File: src/rtl/piso_serializer.sv
// Parallel-in/serial-out shifter: one word per valid/ready handshake, first bit one cycle later,
// each bit held DIV clocks. A new word is accepted only in IDLE or during the last clock of the last bit.
module piso_serializer #(
  parameter int WIDTH      = 8,
  parameter bit MSB_FIRST  = 1'b1,
  parameter int DIV        = 1,
  parameter bit IDLE_LEVEL = 1'b0
) (
  input  logic             i_clk,
  input  logic             i_reset,
  input  logic             i_load_valid,
  output logic             o_load_ready,
  input  logic [WIDTH-1:0] i_data_in,
  output logic             o_data_out,
  output logic             o_bit_strobe,
  output logic             o_busy,
  output logic             o_done
);

  localparam int BW = (WIDTH > 1) ? $clog2(WIDTH) : 1;
  localparam int DW = (DIV > 1) ? $clog2(DIV) : 1;
  localparam logic [BW-1:0] BIT_LAST = BW'(WIDTH - 1);
  localparam logic [DW-1:0] DIV_LAST = DW'(DIV - 1);

  typedef enum logic {
    S_IDLE  = 1'b0,
    S_SHIFT = 1'b1
  } state_t;

  state_t           r_state;
  logic [WIDTH-1:0] r_shift;
  logic [BW-1:0]    r_bit_cnt;
  logic [DW-1:0]    r_div_cnt;
  logic             r_data_out;
  logic             r_bit_strobe;
  logic             r_done;

  state_t           w_state_nxt;
  logic [WIDTH-1:0] w_shift_nxt;
  logic [BW-1:0]    w_bit_cnt_nxt;
  logic [DW-1:0]    w_div_cnt_nxt;
  logic             w_data_out_nxt;
  logic             w_bit_strobe_nxt;
  logic             w_done_nxt;

  logic             w_div_end;
  logic             w_last;
  logic             w_handshake;
  logic             w_first_bit;
  logic             w_next_bit;
  logic [WIDTH-1:0] w_shifted;

  // The bit on the line is always the head of the shift register, so after a
  // shift the next output bit is the one just behind the current head.
  assign w_first_bit = MSB_FIRST ? i_data_in[WIDTH-1] : i_data_in[0];
  assign w_shifted   = MSB_FIRST ? {r_shift[WIDTH-2:0], 1'b0} : {1'b0, r_shift[WIDTH-1:1]};
  assign w_next_bit  = MSB_FIRST ? r_shift[WIDTH-2] : r_shift[1];

  assign w_div_end   = (r_div_cnt == DIV_LAST);
  assign w_last      = (r_state == S_SHIFT) && (r_bit_cnt == BIT_LAST) && w_div_end;
  assign w_handshake = i_load_valid && o_load_ready;

  assign o_load_ready = (r_state == S_IDLE) || w_last;
  assign o_busy       = (r_state == S_SHIFT);
  assign o_data_out   = r_data_out;
  assign o_bit_strobe = r_bit_strobe;
  assign o_done       = r_done;

  always_comb begin
    w_state_nxt      = r_state;
    w_shift_nxt      = r_shift;
    w_bit_cnt_nxt    = r_bit_cnt;
    w_div_cnt_nxt    = r_div_cnt;
    w_data_out_nxt   = r_data_out;
    w_bit_strobe_nxt = 1'b0;
    w_done_nxt       = 1'b0;

    if (w_handshake) begin
      // A load on the last bit period still finishes the old word, hence Done.
      w_state_nxt      = S_SHIFT;
      w_shift_nxt      = i_data_in;
      w_bit_cnt_nxt    = '0;
      w_div_cnt_nxt    = '0;
      w_data_out_nxt   = w_first_bit;
      w_bit_strobe_nxt = 1'b1;
      w_done_nxt       = w_last;
    end else begin
      case (r_state)
        S_SHIFT: begin
          if (w_div_end) begin
            w_div_cnt_nxt = '0;
            if (r_bit_cnt == BIT_LAST) begin
              w_state_nxt    = S_IDLE;
              w_shift_nxt    = '0;
              w_bit_cnt_nxt  = '0;
              w_data_out_nxt = IDLE_LEVEL;
              w_done_nxt     = 1'b1;
            end else begin
              w_shift_nxt      = w_shifted;
              w_bit_cnt_nxt    = r_bit_cnt + BW'(1);
              w_data_out_nxt   = w_next_bit;
              w_bit_strobe_nxt = 1'b1;
            end
          end else begin
            w_div_cnt_nxt = r_div_cnt + DW'(1);
          end
        end
        default: begin
          w_data_out_nxt = IDLE_LEVEL;
        end
      endcase
    end
  end

  always_ff @(posedge i_clk) begin
    if (i_reset) begin
      r_state      <= S_IDLE;
      r_shift      <= '0;
      r_bit_cnt    <= '0;
      r_div_cnt    <= '0;
      r_data_out   <= IDLE_LEVEL;
      r_bit_strobe <= 1'b0;
      r_done       <= 1'b0;
    end else begin
      r_state      <= w_state_nxt;
      r_shift      <= w_shift_nxt;
      r_bit_cnt    <= w_bit_cnt_nxt;
      r_div_cnt    <= w_div_cnt_nxt;
      r_data_out   <= w_data_out_nxt;
      r_bit_strobe <= w_bit_strobe_nxt;
      r_done       <= w_done_nxt;
    end
  end

endmodule

File: config.mk
export PLATFORM = sky130hd
export DESIGN_NAME = piso_serializer
export DESIGN_NICKNAME = d
export VERILOG_FILES = /design/src/rtl/piso_serializer.sv
export SDC_FILE = /design/constraint.sdc
export NUM_CORES = 1
export LEC_CHECK = 0
export BUFFER_PORTS_ARGS = -buffer_cell sky130_fd_sc_hd__buf_2
export CORE_AREA = 2 2 45 47
export DETAILED_ROUTE_END_ITERATION = 8
export DIE_AREA = 0 0 47 49
export SYNTH_ARGS = -nofsm -noshare
export SYNTH_HDL_FRONTEND = slang
export SYNTH_SLANG_ARGS = --single-unit
File: constraint.sdc
create_clock -name i_clk -period 1.3 [get_ports i_clk]
set_input_delay 0.13 -clock i_clk [delete_from_list [all_inputs] [get_ports i_clk]]
set_output_delay 0.13 -clock i_clk [all_outputs]
set_load 0.02 [all_outputs]
# Yosys cells after proc, flatten, opt, wreduce, memory -nomap -nowiden
# Index checks and enable logic that the tools add are counted.
[totals]
latchBits = 0
mem_bits_ro = 0
output_inout_bits = 5
register_bits = 15
mem_count = 0
wordCells = 43
ram_bits = 0
in_bits = 11
[op_classes]
div = 0
n_lt_le_gt_ge = 0
addsub = 2
n_bitwise = 2
n_shift = 0
mul = 0
muxes = 21
n_eq_ne = 3
n_reduce_logical = 8
[ops]
columns = ["op", "count"]
rows = [
  ["$mux W7", 4],
  ["$mux W1", 16],
  ["$reduce_and A2 Y1", 2],
  ["$add A3 B1 Y3 const B", 1],
  ["$eq A3 B3 Y1 const B", 1],
  ["$logic_and A1 B1 Y1", 3],
  ["$mux W3", 1],
  ["$ne A3 B2 Y1 const B", 1],
  ["$ne A2 B1 Y1 const B", 1],
  ["$not A1 Y1", 2],
  ["$reduce_bool A2 Y1", 1],
  ["$reduce_or A2 Y1", 1],
  ["$add A1 B1 Y1 const B", 1],
  ["$logic_or A1 B1 Y1", 1],
]

# Depth between registers and ports, before layout
[logic_depth]
depth_word = 7
ltp_mapped = 5
depth_no_buf = 5

# Worst setup path after synthesis
# OpenSTA, ideal clock, no wires.
[synth_timing]
kind = "register -> register"
start = "reg r_bit_cnt[0]"
end = "reg r_state, in the netlist o_busy"
required_time_ns = 1.173
setup_time_ns = 0.127
arrival_ns = 1.222
setup_slack_ns = -0.050
path_buffers = 0
stages_incl_launch_ff = 6
period_less_slack_ns = 1.350
path_cell_list = "dfxtp_1 > ha_1 > ha_1 > nand2b_2 > a22oi_1 > nor2_1"
[synth_via]
elab_chain_cells = 6
word_cells_on_any_way = 9
cone_classes = "1 x eq/ne; 4 x mux; 4 x reduce/logical"
[synth_rtl]
columns = ["element", "line", "rtl"]
rows = [
  ["start, declared", "32", "logic [BW-1:0] r_bit_cnt;"],
  ["start signal, assigned", "127", "r_bit_cnt <= w_bit_cnt_nxt;"],
  ["$eq A3 B3 Y1", "60", "assign w_last = (r_state == S_SHIFT) && (r_bit_cnt == BIT_LAST) && w_div_end;"],
  ["$logic_and A1 B1 Y1 (2 in a row)", "60", ""],
  ["$logic_or A1 B1 Y1", "63", "assign o_load_ready = (r_state == S_IDLE) || w_last;"],
  ["via o_load_ready", "12", "output logic o_load_ready,"],
  ["$logic_and A1 B1 Y1", "61", "assign w_handshake = i_load_valid && o_load_ready;"],
  ["$mux W1", "78", "if (w_handshake) begin"],
  ["end signal, assigned", "125", "r_state <= w_state_nxt;"],
  ["end, declared", "30", "state_t r_state;"],
]
# The timed path passes the listed nets, and every way through them passes these cells.
# A chain may end at the register's enable or synchronous reset.

# Worst setup path after layout
[layout_timing]
start = "reg r_bit_cnt[0]"
end = "out o_load_ready"
[layout_via]
elab_chain_cells = 4
[layout_rtl]
columns = ["element", "line"]
rows = [
  ["$eq A3 B3 Y1", "60"],
  ["$logic_and A1 B1 Y1 (2 in a row)", "60"],
  ["$logic_or A1 B1 Y1", "63"],
  ["end, declared", "12"],
]
# Every way passes these cells.

==> metrics.log <==
INFO  metric outcome = finished with violations
INFO  metric failed_checks = negative setup slack
INFO  metric final_period_minus_worst_setup_slack = 1.349 ns
INFO  metric antennaDiodeCount = 0
INFO  metric min_period_over_period = 103.7%
INFO  metric synthMostInstantiatedCell = dfxtp_1
INFO  metric max-clock-path-buffers = 2
INFO  metric rsz0062_at_grt = yes
INFO  metric timing_max_transition_violations_final = 0
INFO  metric die_area = about 2300 um2
INFO  metric cts-root-buf = clkbuf_4
INFO  metric design.core.area = between 1500 and 2000 um2
INFO  metric min_delay_worst_endpoint = r_shift[0]$_SDFFE_PP0P_
INFO  metric global_route.usage.total = 15.59%
INFO  metric setup.worst_path.end_class = primary output
INFO  metric grt_antenna_before_repair = 0
INFO  metric placementRows = 16
INFO  metric synth_top_area_share = between 30% and 40%
INFO  metric slew_headroom = 72.94%
INFO  metric grt_pass1_wl = 2684 um
INFO  metric multiInputGateArea = 465.4 um2
INFO  metric maximum_vdd_ir_drop = 0.4819 mV
INFO  metric power_per_cell_area = 943.3 nW/um2
INFO  metric synthArstFlopShare = 0%
INFO  metric final_count_of_negative_setup_slack_endpoints = 4
INFO  metric synth_largest_area_cell = dfxtp_1
INFO  metric synth_cell_type_count = 28
INFO  metric synth_top_cells_by_area = dfxtp_1 (38%), nor2_1 (6.1%), ha_1 (5.5%), a21oi_1 (4.4%), mux2i_1 (4.4%)
INFO  metric reg2reg_setup_slack = -0.02 ns
INFO  metric drt_iter0_markers = 1
INFO  metric routed_via_density = 5.089
INFO  metric crit_type = reg2out
INFO  metric grt_start_max_net_pins = 20
INFO  metric avgRoutedWirePerCell = 12.86 um
INFO  metric worst_setup_hold_path_clk_slew = 0.08 ns
INFO  metric post-layout-total-power = 882.9 uW
INFO  metric endpoint_of_the_lowest_slack_register_to_register_path = r_shift[3]$_SDFFE_PP0P_
INFO  metric worst-endpoint-arrival = 1.22 ns
INFO  metric post_synth_inst_count = 76
INFO  metric hpwl = around 1000 um
INFO  metric setup_crit_start_kind = flop
INFO  metric crit_path_max_fanout = 4
INFO  metric hold_viol = 0
INFO  metric layout.nets = about 110
INFO  metric post-route-drc-count = 0
INFO  metric detailedPlace.worstSlack = -0.1273 ns
INFO  metric die_width = 47 um
INFO  metric min_path_cells = 3
INFO  metric tritoncts = done
INFO  metric post_route_setup_tns = -0.08148 ns
INFO  metric max_cap_viol_count = 0
INFO  metric fin_worst_skew = just under 0.004 ns
INFO  metric pin_count = 16
INFO  metric synth-main-ff-cell = dfxtp_1
INFO  metric min_path_type = in2reg
INFO  metric postLayoutSetupSlackWorst = -0.04852 ns
INFO  metric synth-edff-count = 0
INFO  metric htree_num_levels = 1
INFO  metric ys_ff_latch = 13
INFO  metric sequential_cell_area = between 200 and 300 um2
INFO  metric clock_latency = 0.27 ns
INFO  metric finalWeightedCongestion = 0.7471
INFO  metric drt-total-wl = 1582 um
INFO  metric worstHoldStart = i_data_in[0]
INFO  metric r2r_cells = 6
INFO  metric static-leakage-power = 0.3785 nW
INFO  metric filler_cell_count = 198
INFO  metric synth.cell_area = 681.9 um2
INFO  metric syn2layout_area_growth = 37.25%
INFO  metric yosys-top-cells-count = dfxtp_1 (13), nor2_1 (11), a21oi_1 (6)
INFO  metric clkSinkCount = 13
INFO  metric seq_area_frac_synth = 38.17%
INFO  metric worstReg2RegStart = r_bit_cnt[0]$_SDFFE_PP0P_
INFO  metric port_buffers = 15
INFO  metric gr-total-overflow = 0
INFO  metric timing_worst_slew_pin_value = 0.4059 ns
INFO  metric postCtsHoldBufs = 0
INFO  metric cp_data_required_time = 1.17 ns
INFO  metric drtAntennaViolNets = 0
INFO  metric cts_made_buffers = 3
INFO  metric drt_pass1_iterations = 2
INFO  metric route.vias.total = ~630
INFO  metric final_design_area_no_fill = 935.9 um2
INFO  metric maxClockFrequency = 0.7416 GHz
INFO  metric vias_in_the_first_global_route = 630
INFO  metric synthesis.nets = 90
INFO  metric initial_core_util = 37.02%
INFO  metric synthesis.yosys.warnings = 0
INFO  metric place_area = 779.5 um2
INFO  metric drive_gt1_share = 50.00%
INFO  metric die-height = 49 um
INFO  metric syn_area_per_cell = 8.972 um2
[worst max-delay path by stage]
stage	from	endpoint
2_1_floorplan	r_bit_cnt[0]$_SDFFE_PP0P_	r_shift[1]$_SDFFE_PP0P_
3_3_place_gp	r_bit_cnt[0]$_SDFFE_PP0P_	r_shift[1]$_SDFFE_PP0P_
3_5_place_dp	r_bit_cnt[0]$_SDFFE_PP0P_	r_shift[3]$_SDFFE_PP0P_
4_1_cts	r_bit_cnt[1]$_SDFFE_PP0P_	o_load_ready
5_1_grt	r_bit_cnt[0]$_SDFFE_PP0P_	o_load_ready
6_report	r_bit_cnt[0]$_SDFFE_PP0P_	o_load_ready
[cell type report]
cell class                 instances  area share [%]
multi-input combinational         55           49.73
sequential                        13           28.21
timing repair buffer              22           14.71
tap                               27           3.610
clock buffer                       4           2.807
inverter                           2          0.9358
[registers in the layout (all words and copies together), names as in the netlist]
register and flops:
o_done 1, r_shift 7, r_bit_cnt 3, o_busy 1
o_data_out 1
[critical path, stage by stage (launching register included)]
cell and delay, ns:
dfxtp_2 0.34, ha_4 0.17, ha_4 0.17, nand2b_4 0.14, buf_6 0.13
[metrics by stage]
stage,std cells,hold slack [ns],utilization (%)
2_1_floorplan,76,0.2085,-
3_3_place_gp,116,0.3753,42.32
3_5_place_dp,116,0.3816,42.32
4_1_cts,123,0.09412,48.10
5_1_grt,123,0.1125,50.82
6_report,123,0.09483,50.82
[repair_timing]
action                                  CTS  global route
buffers inserted                          3             0
gates resized for setup                  15            11
endpoints found under the setup margin    9            10
pin swaps                                 2            11
[power by group]
part / internal (mW) / switching [mW] / total, mW
Clock: 0.119 / 0.133 / 0.251
Sequential: 0.425 / 0.0199 / 0.444
Combinational: 0.0932 / 0.0939 / 0.187
[cell usage in the layout (no fill, tap or decap)]
| master | count |
|---|---|
| o32a_1 | 1 |
| o21ai_1 | 2 |
| nand2b_4 | 1 |
| buf_2 | 14 |
| a2bb2oi_1 | 1 |
| and2_4 | 1 |
| a22oi_2 | 1 |
| a2bb2oi_2 | 2 |
| a211oi_1 | 4 |
| nand2_2 | 1 |
| nor4_2 | 4 |
| ha_4 | 2 |
| a31oi_1 | 1 |
| nand3_1 | 1 |
| clkbuf_4 | 3 |
| nor3b_1 | 2 |
| buf_6 | 2 |
| nand4_1 | 2 |
| clkbuf_1 | 1 |
| inv_1 | 1 |
| nor2b_1 | 4 |
| buf_4 | 6 |
| a21oi_1 | 1 |
| ha_1 | 1 |
| mux2i_1 | 3 |
| clkinv_2 | 1 |
| nor2_1 | 10 |
| dfxtp_1 | 10 |
| and3b_1 | 1 |
| nand2_1 | 1 |
| a21bo_4 | 1 |
| nand3b_1 | 1 |
| nor2_2 | 1 |
| dfxtp_2 | 3 |
| a21oi_2 | 5 |
[cells by family (layout without fill, tap and decap cells)]
group / after synthesis / after routing / synth area share, %
compound gates: 19 / 19 / 20.00
simple gates: 30 / 30 / 24.04
fa+ha+maj: 3 / 3 / 5.505
mux: 3 / 3 / 4.404
buf+inv: 8 / 28 / 7.887
flops: 13 / 13 / 38.17
[per-layer routing]
metal	vias up	GRT usage [%]	wire [um]
met5	-	0	0
met2	10	27.40	810
met1	300	17.54	716
li1	314	-	-
met4	0	5.556	14
met3	2	3.333	40
No activity file was read; power rests on OpenSTA's default activity.
